**src/rtl/manch_pkg.sv**
```systemverilog
// Shared types and constants for the Manchester transmitter frame arbiter.
package manch_pkg;

  localparam int unsigned BYTE_W = 8;
  localparam logic [BYTE_W-1:0] DEFAULT_PREAMBLE = 8'h55;

  typedef enum logic [1:0] {
    ARB,
    SEND,
    FLUSH,
    DRAIN
  } arb_state_t;

endpackage

```
**src/rtl/manch_rr_pick.sv**
```systemverilog
// Combinational round-robin picker: first asserted request after ptr, wrapping.
module manch_rr_pick #(
  parameter int unsigned N_REQ = 2
) (
  input  logic [N_REQ-1:0]         req,
  input  logic [$clog2(N_REQ)-1:0] ptr,
  output logic [$clog2(N_REQ)-1:0] winner,
  output logic                     any_valid
);
  localparam int unsigned PW = $clog2(N_REQ);

  logic [PW-1:0] idx;

  always_comb begin
    winner    = ptr;
    any_valid = 1'b0;
    idx       = '0;
    // i == N_REQ lands back on ptr itself, so the current owner is checked last
    for (int unsigned i = 1; i <= N_REQ; i++) begin
      idx = PW'((32'(ptr) + i) % N_REQ);
      if (!any_valid && req[idx]) begin
        winner    = idx;
        any_valid = 1'b1;
      end
    end
  end

endmodule

```
**src/rtl/manchester_tx_arbiter.sv**
```systemverilog
// Round-robin frame arbiter feeding one Manchester transmitter from N_REQ byte streams.
// Optional preamble preload on grant is enabled by defining MANCH_ARB_PREAMBLE_EN.
module manchester_tx_arbiter
  import manch_pkg::*;
#(
  parameter int unsigned N_REQ     = 2,
  parameter int unsigned MAX_FRAME = 16,
  parameter logic [7:0]  PREAMBLE  = DEFAULT_PREAMBLE
) (
  input  logic                     clk,
  input  logic                     rst,
  input  logic [N_REQ-1:0]         req_valid,
  input  logic [8*N_REQ-1:0]       req_data,
  input  logic [N_REQ-1:0]         req_last,
  output logic [N_REQ-1:0]         req_ready,
  output logic                     tx_valid,
  output logic [7:0]               tx_data,
  input  logic                     tx_rdy,
  input  logic                     tx_txen,
  output logic                     busy,
  output logic [$clog2(N_REQ)-1:0] grant_id,
  output logic                     frame_abort
);
  localparam int unsigned GW = $clog2(N_REQ);

  arb_state_t        state_q, state_d;
  logic [GW-1:0]     ptr_q, ptr_d;
  logic [GW-1:0]     grant_q, grant_d;
  logic [BYTE_W-1:0] hold_data_q, hold_data_d;
  logic              hold_last_q, hold_last_d;
  logic              hold_full_q, hold_full_d;
  logic [7:0]        count_q, count_d;
  logic              drain_first_q, drain_first_d;

  logic [GW-1:0]     pick_winner;
  logic              pick_any;
  logic [BYTE_W-1:0] g_data;
  logic              g_valid, g_last;
  logic              grant_ready, accept, handoff, at_limit;

  manch_rr_pick #(.N_REQ(N_REQ)) u_pick (
    .req       (req_valid),
    .ptr       (ptr_q),
    .winner    (pick_winner),
    .any_valid (pick_any)
  );

  always_comb begin
    g_data  = '0;
    g_valid = 1'b0;
    g_last  = 1'b0;
    for (int unsigned i = 0; i < N_REQ; i++) begin
      if (grant_q == GW'(i)) begin
        g_data  = req_data[i*BYTE_W +: BYTE_W];
        g_valid = req_valid[i];
        g_last  = req_last[i];
      end
    end
  end

  always_comb begin
    state_d       = state_q;
    ptr_d         = ptr_q;
    grant_d       = grant_q;
    hold_data_d   = hold_data_q;
    hold_last_d   = hold_last_q;
    hold_full_d   = hold_full_q;
    count_d       = count_q;
    drain_first_d = 1'b0;
    frame_abort   = 1'b0;
    req_ready     = '0;

    // A held last byte closes acceptance until it has been handed off
    handoff     = hold_full_q && tx_rdy;
    grant_ready = (state_q == SEND) && !(hold_full_q && hold_last_q) &&
                  (!hold_full_q || tx_rdy);
    accept      = grant_ready && g_valid;
    at_limit    = (count_q == 8'(MAX_FRAME - 1));

    if (grant_ready) req_ready[grant_q] = 1'b1;
    if (handoff) hold_full_d = 1'b0;
    if (accept) begin
      hold_data_d = g_data;
      hold_last_d = g_last || at_limit;
      hold_full_d = 1'b1;
      count_d     = count_q + 8'd1;
      if (at_limit && !g_last) frame_abort = 1'b1;
    end

    case (state_q)
      ARB: begin
        if (pick_any) begin
          grant_d = pick_winner;
          ptr_d   = pick_winner;
          count_d = '0;
          state_d = SEND;
`ifdef MANCH_ARB_PREAMBLE_EN
          hold_data_d = PREAMBLE;
          hold_last_d = 1'b0;
          hold_full_d = 1'b1;
`else
          // hold_data is don't-care while the register is empty
          hold_data_d = PREAMBLE;
`endif
        end
      end
      SEND: begin
        if (handoff && hold_last_q) begin
          state_d = FLUSH;
        end else if (!hold_full_q && !g_valid) begin
          frame_abort   = 1'b1;
          state_d       = DRAIN;
          drain_first_d = 1'b1;
        end
      end
      FLUSH: begin
        state_d       = DRAIN;
        drain_first_d = 1'b1;
      end
      DRAIN: begin
        if (!drain_first_q && !tx_txen) state_d = ARB;
      end
      default: state_d = ARB;
    endcase
  end

  always_ff @(posedge clk) begin
    if (rst) begin
      state_q       <= ARB;
      ptr_q         <= GW'(N_REQ - 1);
      grant_q       <= '0;
      hold_data_q   <= '0;
      hold_last_q   <= 1'b0;
      hold_full_q   <= 1'b0;
      count_q       <= '0;
      drain_first_q <= 1'b0;
    end else begin
      state_q       <= state_d;
      ptr_q         <= ptr_d;
      grant_q       <= grant_d;
      hold_data_q   <= hold_data_d;
      hold_last_q   <= hold_last_d;
      hold_full_q   <= hold_full_d;
      count_q       <= count_d;
      drain_first_q <= drain_first_d;
    end
  end

  assign tx_valid = hold_full_q;
  assign tx_data  = hold_data_q;
  assign busy     = (state_q != ARB);
  assign grant_id = grant_q;

endmodule

```
**config.mk**
```make
export PLATFORM = sky130hd
export DESIGN_NAME = manchester_tx_arbiter
export DESIGN_NICKNAME = d
export VERILOG_FILES = /design/src/rtl/manch_pkg.sv /design/src/rtl/manch_rr_pick.sv /design/src/rtl/manchester_tx_arbiter.sv
export SDC_FILE = /design/constraint.sdc
export NUM_CORES = 1
export LEC_CHECK = 0
export CORE_ASPECT_RATIO = 1.25
export CORE_MARGIN = 2
export CORE_UTILIZATION = 45
export DETAILED_ROUTE_END_ITERATION = 7
export PLACE_DENSITY = 0.87
export SYNTH_ARGS = -nofsm -noshare
export SYNTH_HDL_FRONTEND = slang
export SYNTH_SLANG_ARGS = --single-unit
```
**constraint.sdc**
```tcl
create_clock -name clk -period 2.5 [get_ports clk]
set_clock_uncertainty 0.15 [all_clocks]
set_input_delay 0.375 -clock clk [delete_from_list [all_inputs] [get_ports clk]]
set_output_delay 0.375 -clock clk [all_outputs]
set_load 0.02 [all_outputs]
```
==> results of run 1 <==
cells in the mapped netlist, drive strengths merged:
master	instances	area, um^2
a21oi	18	90.09
ha	6	75.07
nand3	3	15.01
a211o	1	8.760
and3	1	6.260
a41o	1	10.01
o211ai	2	15.01
or4	3	22.52
clkbuf	4	15.01
buf	2	15.01
inv	6	22.52
o31ai	2	15.01
nor3	1	5.000
o31a	1	8.760
a311oi	1	8.760
nand2b	2	12.51
o21ai	7	35.03
mux2	6	67.56
nand2	13	48.80
xnor2	1	8.760
mux2i	9	90.09
nor3b	1	7.510
dfxtp	23	460.4
a211oi	6	50.05
or2	1	6.260
or3	4	25.02
nor2	11	41.29
routing by layer:
layer,global-route usage [%],vias up,routed length [um]
met5,0,-,0
li1,-,584,-
met2,40.57,41,1686
met4,9.921,0,32
met1,21.30,578,1101
met3,3.155,4,133
power by group through the flow:
| stage | Clock (mW) | Combinational (mW) | Sequential, mW |
|---|---|---|---|
| 6_report | 0.168 | 0.740 | 0.497 |
| 5_1_grt | 0.185 | 0.803 | 0.506 |
| 4_1_cts | 0.173 | 0.741 | 0.496 |
| 3_5_place_dp | 0 | 0.743 | 0.503 |
| 3_3_place_gp | 0 | 0.709 | 0.498 |
| 2_1_floorplan | 0 | 0.410 | 0.535 |
state kept, by name, indices dropped and copies added, names as in the netlist:
signal	count
count_q	8
drain_first_q	1
grant_id	1
hold_last_q	1
ptr_q	1
state_q	2
tx_data	8
tx_valid	1
per-stage QoR:
| stage | area (um^2) | utilization [%] | TNS [ns] |
|---|---|---|---|
| after floorplan | 1186 | - | 0 |
| after global placement | 1658 | 66.92 | -0.06332 |
| after detailed placement | 1658 | 66.92 | -0.2019 |
| after CTS | 1685 | 68.03 | 0 |
| after global routing | 1690 | 68.23 | 0 |
| final | 1690 | 68.23 | 0 |
cell families after synthesis:
group	Yosys count	synth area share, %
buffers and inverters	12	4.430
DFF	23	38.82
xor gates and xnor gates	1	0.7385
AOI/OAI and AO/OA	39	20.36
and+or+nand+nor	40	16.03
adders and majority gates	6	6.329
muxes	15	13.29
worst paths after layout:
kind | start | endpoint | slack [ns] | cells after the start
worst max register to register | state_q[1] | count_q[4] | 0.40 | 7
worst max-delay path | grant_id | frame_abort | 0.12 | 5
worst min-delay path | hold_last_q | hold_last_q | 0.34 | 2
worst min register to register | hold_last_q | hold_last_q | 0.34 | 2
cell type report:
type | instances | area [um^2]
fill | 193 | 787.0
multi-input combinational | 101 | 678.2
sequential | 23 | 460.4
timing repair buffer | 49 | 460.4
tap | 33 | 41.29
clock buffer | 3 | 22.52
inverter | 6 | 22.52
clock inverter | 1 | 5.005
critical path: cells and delay by family (launching register included):
kind,cells,cell delay [ns]
AO/OA/AOI/OAI,1,0.12
flip-flops,1,0.52
multiplexers,1,0.39
buffers and inverters,1,0.18
AND/OR/NAND/NOR,2,0.33
timing repair:
| item | CTS | global route |
|---|---|---|
| pin swaps | 0 | 1 |
| hold buffers | 0 | 0 |
| cloned | 0 | 0 |
| setup endpoints to repair | 1 | 3 |
| setup buffers | 0 | 0 |
| resized for setup | 5 | 2 |
==> results_dict.tcl, run 1 <==
set metrics [dict create \
    outcome "complete, no violations" \
    syn_area_per_cell_um2 8.722 \
    place_congestion 0.8591 \
    power.share.sequential_pct 35.4 \
    critical_path_required_ns 1.98 \
    pwr-share-comb_pct 52.7 \
    cp.arrival_ns 1.86 \
    cts_num_sinks 23 \
    preCtsSetupSlack_ns -0.2019 \
    die_width_um 49.92 \
    dp_cells 212 \
    setup_ws_ns 0.1182 \
    layout_common_cells "clkdlybuf4s50_1, dfxtp_1, a21oi_1, nand2_1, buf_4" \
    grt_max_degree 16 \
    dr_total_vias 1207 \
    crit_path_end_kind "output port" \
    synth_area_um2 1186 \
    slew_headroom_pct 73.49 \
    wire_per_inst_um 13.67 \
    drive_above_1_share_pct 14.21 \
    drt_pass1_iterations 5 \
    whs_ns 0.3434 \
    power_density_nw_per_um2 831.3 \
    drt_iter0_markers 30 \
    hp-class "reg2reg" \
    finalCriticalPeriod_ns 2.382 \
    critical_path_class "reg2out" \
    start_util_pct 47.88 \
    path_clk_slew_ns 0.13 \
    die_height_um 61.40 \
    cts_buffer_depth 2 \
    power_switching_share_pct 40.18 \
    cts_tree "done" \
    area_growth_pct 42.51 \
    power.switching_uw 564.6 \
    ant_nets 0 \
    clock_latency_ns 0.31 \
    drc_errors 0 \
    pwr-share-clk_pct 11.9 \
    drv_slew 0 \
    finalHoldViolations 0 \
    rows 20 \
    final_common_cell "clkdlybuf4s50_1" \
    antenna_found_initial 0 \
    p_leak_nw 0.6629 \
    intPower_uw 840.6 \
    grt_pass1_vias 1213 \
    grt_use_total_pct 20.51 \
    grt_pass1_wl_um 4850 \
    max_freq_mhz 419.9 \
    setup_viol 0 \
    via_per_inst 5.588 \
    diodes 0 \
    slowest_stage "dfxtp_1" \
    ios 38 \
    numPortBuffers 37 \
    die_area_um2 3065 \
    synth_cell_type_count 28 \
    ys_seq_elements 23 \
    period_share_pct 95.27 \
    final_nets 214 \
    finalNonFillerCells 216 \
    dpl.hpwl_um 2405 \
    critPathMaxStageDelay_ns 0.52 \
    maxCapViolCount 0 \
    rsz0062_at_grt "false" \
    syn-num-nets 166 \
    ys_seq_area_share_pct 38.82 \
    syn_inst 136 \
    startpoint_type "flop" \
    cts_root_buf "clkbuf_4" \
    numCtsBuffers 3 \
    ir_drop_mv 0.5486 \
    cp_cell_sequence "mux2_2 > nor3_2 > a21oi_1 > nor2_1 > buf_2" \
    overflow 0 \
    worst_pin_slew_ns 0.3968 \
    critPathMaxFanout 7 \
    power_mw 1.405 \
    wl_um 2953 \
    yosysWarningCount 0 \
    core_um2 2477 \
    h-tree-depth 1 \
]
Power figures use the tool's default switching activity.
==> inputs of run 2 (changes only) <==
--- a/config.mk
+++ b/config.mk
@@ -9,7 +9,7 @@
 export CORE_MARGIN = 2
 export CORE_UTILIZATION = 45
 export DETAILED_ROUTE_END_ITERATION = 7
-export PLACE_DENSITY = 0.87
+export PLACE_DENSITY = 0.78
 export SYNTH_ARGS = -nofsm -noshare
 export SYNTH_HDL_FRONTEND = slang
 export SYNTH_SLANG_ARGS = --single-unit
==> run 2 against run 1 <==
Clock-buffer cell count is the same. Routed wire length down 0.10%. Clock power increased by 4%. Utilization shrank 0.050 points. Sequential power about the same. Critical path type unchanged. Largest cell class unchanged. Highest routed layer unchanged.
==> results_dict.tcl, run 2 (synthesized netlist as in run 1, its figures left out) <==
set metrics [dict create \
    wl_um 2950 \
    maxCapViolCount 0 \
    cts_num_sinks 23 \
    use_met3_pct 2.913 \
    drv_slew 0 \
    gr-usage-met2_pct 35.24 \
    ff2ff_setup_slack_ns 0.41 \
    dr_total_vias 1165 \
    busiest_layer "met2" \
    core_um2 2477 \
    overflow 0 \
    place_congestion 0.8300 \
    power_mw 1.405 \
    hp-class "reg2reg" \
    drc_errors 0 \
    antenna_found_initial 0 \
    h-tree-depth 1 \
    cts_tree "done" \
    ios 38 \
    critPathMaxFanout 2 \
    path_clk_slew_ns 0.13 \
    critical_path_required_ns 1.98 \
    ant_nets 0 \
    die_width_um 49.92 \
    drive_above_1_share_pct 14.13 \
    drt_pass1_iterations 4 \
    use_met1_pct 22.11 \
    start_util_pct 47.88 \
    power_density_nw_per_um2 831.6 \
    grt_pass1_vias 1111 \
    setup_viol 0 \
    startpoint_type "flop" \
    numCtsBuffers 3 \
    max_freq_mhz 433.0 \
    wire_per_inst_um 13.59 \
    grt_use_total_pct 19.91 \
    hold_buffers 0 \
    drt_iter0_markers 29 \
    period_share_pct 92.37 \
    worst_pin_slew_ns 0.4228 \
    die_area_um2 3065 \
    rows 20 \
    crit_path_end_kind "output port" \
    layout_common_cells "clkdlybuf4s50_1, dfxtp_1, a21oi_1, nand2_1, buf_4" \
    p_leak_nw 0.6566 \
    finalHoldViolations 0 \
    finalCriticalPeriod_ns 2.309 \
    final_nets 215 \
    dpl.hpwl_um 2307 \
    die_height_um 61.40 \
    final_common_cell "clkdlybuf4s50_1" \
    cts_buffer_depth 2 \
    via_per_inst 5.369 \
    grt_pass1_wl_um 4588 \
    ir_drop_mv 0.6045 \
    numPortBuffers 37 \
    outcome "complete, no violations" \
    cp.arrival_ns 1.78 \
    diodes 0 \
    area_growth_pct 42.41 \
    grt_max_degree 16 \
    critical_path_class "reg2out" \
    cts_root_buf "clkbuf_4" \
    whs_ns 0.3434 \
    rsz0062_at_grt "false" \
    slew_headroom_pct 71.75 \
    clock_latency_ns 0.32 \
]
## run 2: changes by cell type in the layout (fill, tap and decap cells not counted), sizes merged
cell / previous run / this run
dlymetal6s2s: 2 / 1
dlygate4sd2: 0 / 1
clkbuf: 3 / 4
## run 2: area by class of cell
type / instances / area [um^2]
well taps: 33 / 41.29
inverters: 6 / 22.52
repair buffers: 50 / 464.2
clock inverters: 1 / 5.005
fillers: 196 / 788.3
clock buffers: 3 / 22.52
multi-input cells: 101 / 673.1
flip-flops and latches: 23 / 460.4
## run 2: power by group
group          switching [mW]  internal (mW)
Combinational           0.394          0.340
Sequential             0.0577          0.437
Clock                   0.116         0.0598
Total                   0.567          0.838
## run 2: critical path: stages (launching register included)
cell	delay (ns)
dfxtp_1	0.34
or4_1	0.54
nor3_1	0.23
a21oi_1	0.10
nor2_1	0.10
clkbuf_2	0.17
## run 2: timing repair
item,CTS,global route
setup endpoints to repair,2,2
resized for setup,2,3
buffers inserted,0,0
## run 2: worst paths after layout
check	depth (start not counted)	startpoint	to
worst max-delay path	5	count_q[5]	frame_abort
worst min-delay path	2	count_q[1]	count_q[1]
worst max register to register	6	state_q[1]	count_q[6]
worst min register to register	2	count_q[1]	count_q[1]
## run 2: through the flow
step                      area, um^2  setup TNS [ns]  worst slack (ns)  utilization (%)  cells
after CTS                       1690               0           0.02963            68.23    217
after global placement          1665        -0.04549          -0.04549            67.22    213
after global routing            1689               0           0.04921            68.18    217
after floorplan                 1186               0            0.2192                -    136
final                           1689               0            0.1907            68.18    217
after detailed placement        1665        -0.08587          -0.04867            67.22    213
## run 2: routing by layer
| layer | vias to the layer above | wire length [um] |
|---|---|---|
| met5 | - | 0 |
| met4 | 0 | 104 |
| met3 | 12 | 90 |
| met2 | 27 | 1534 |
| met1 | 541 | 1221 |
| li1 | 585 | - |
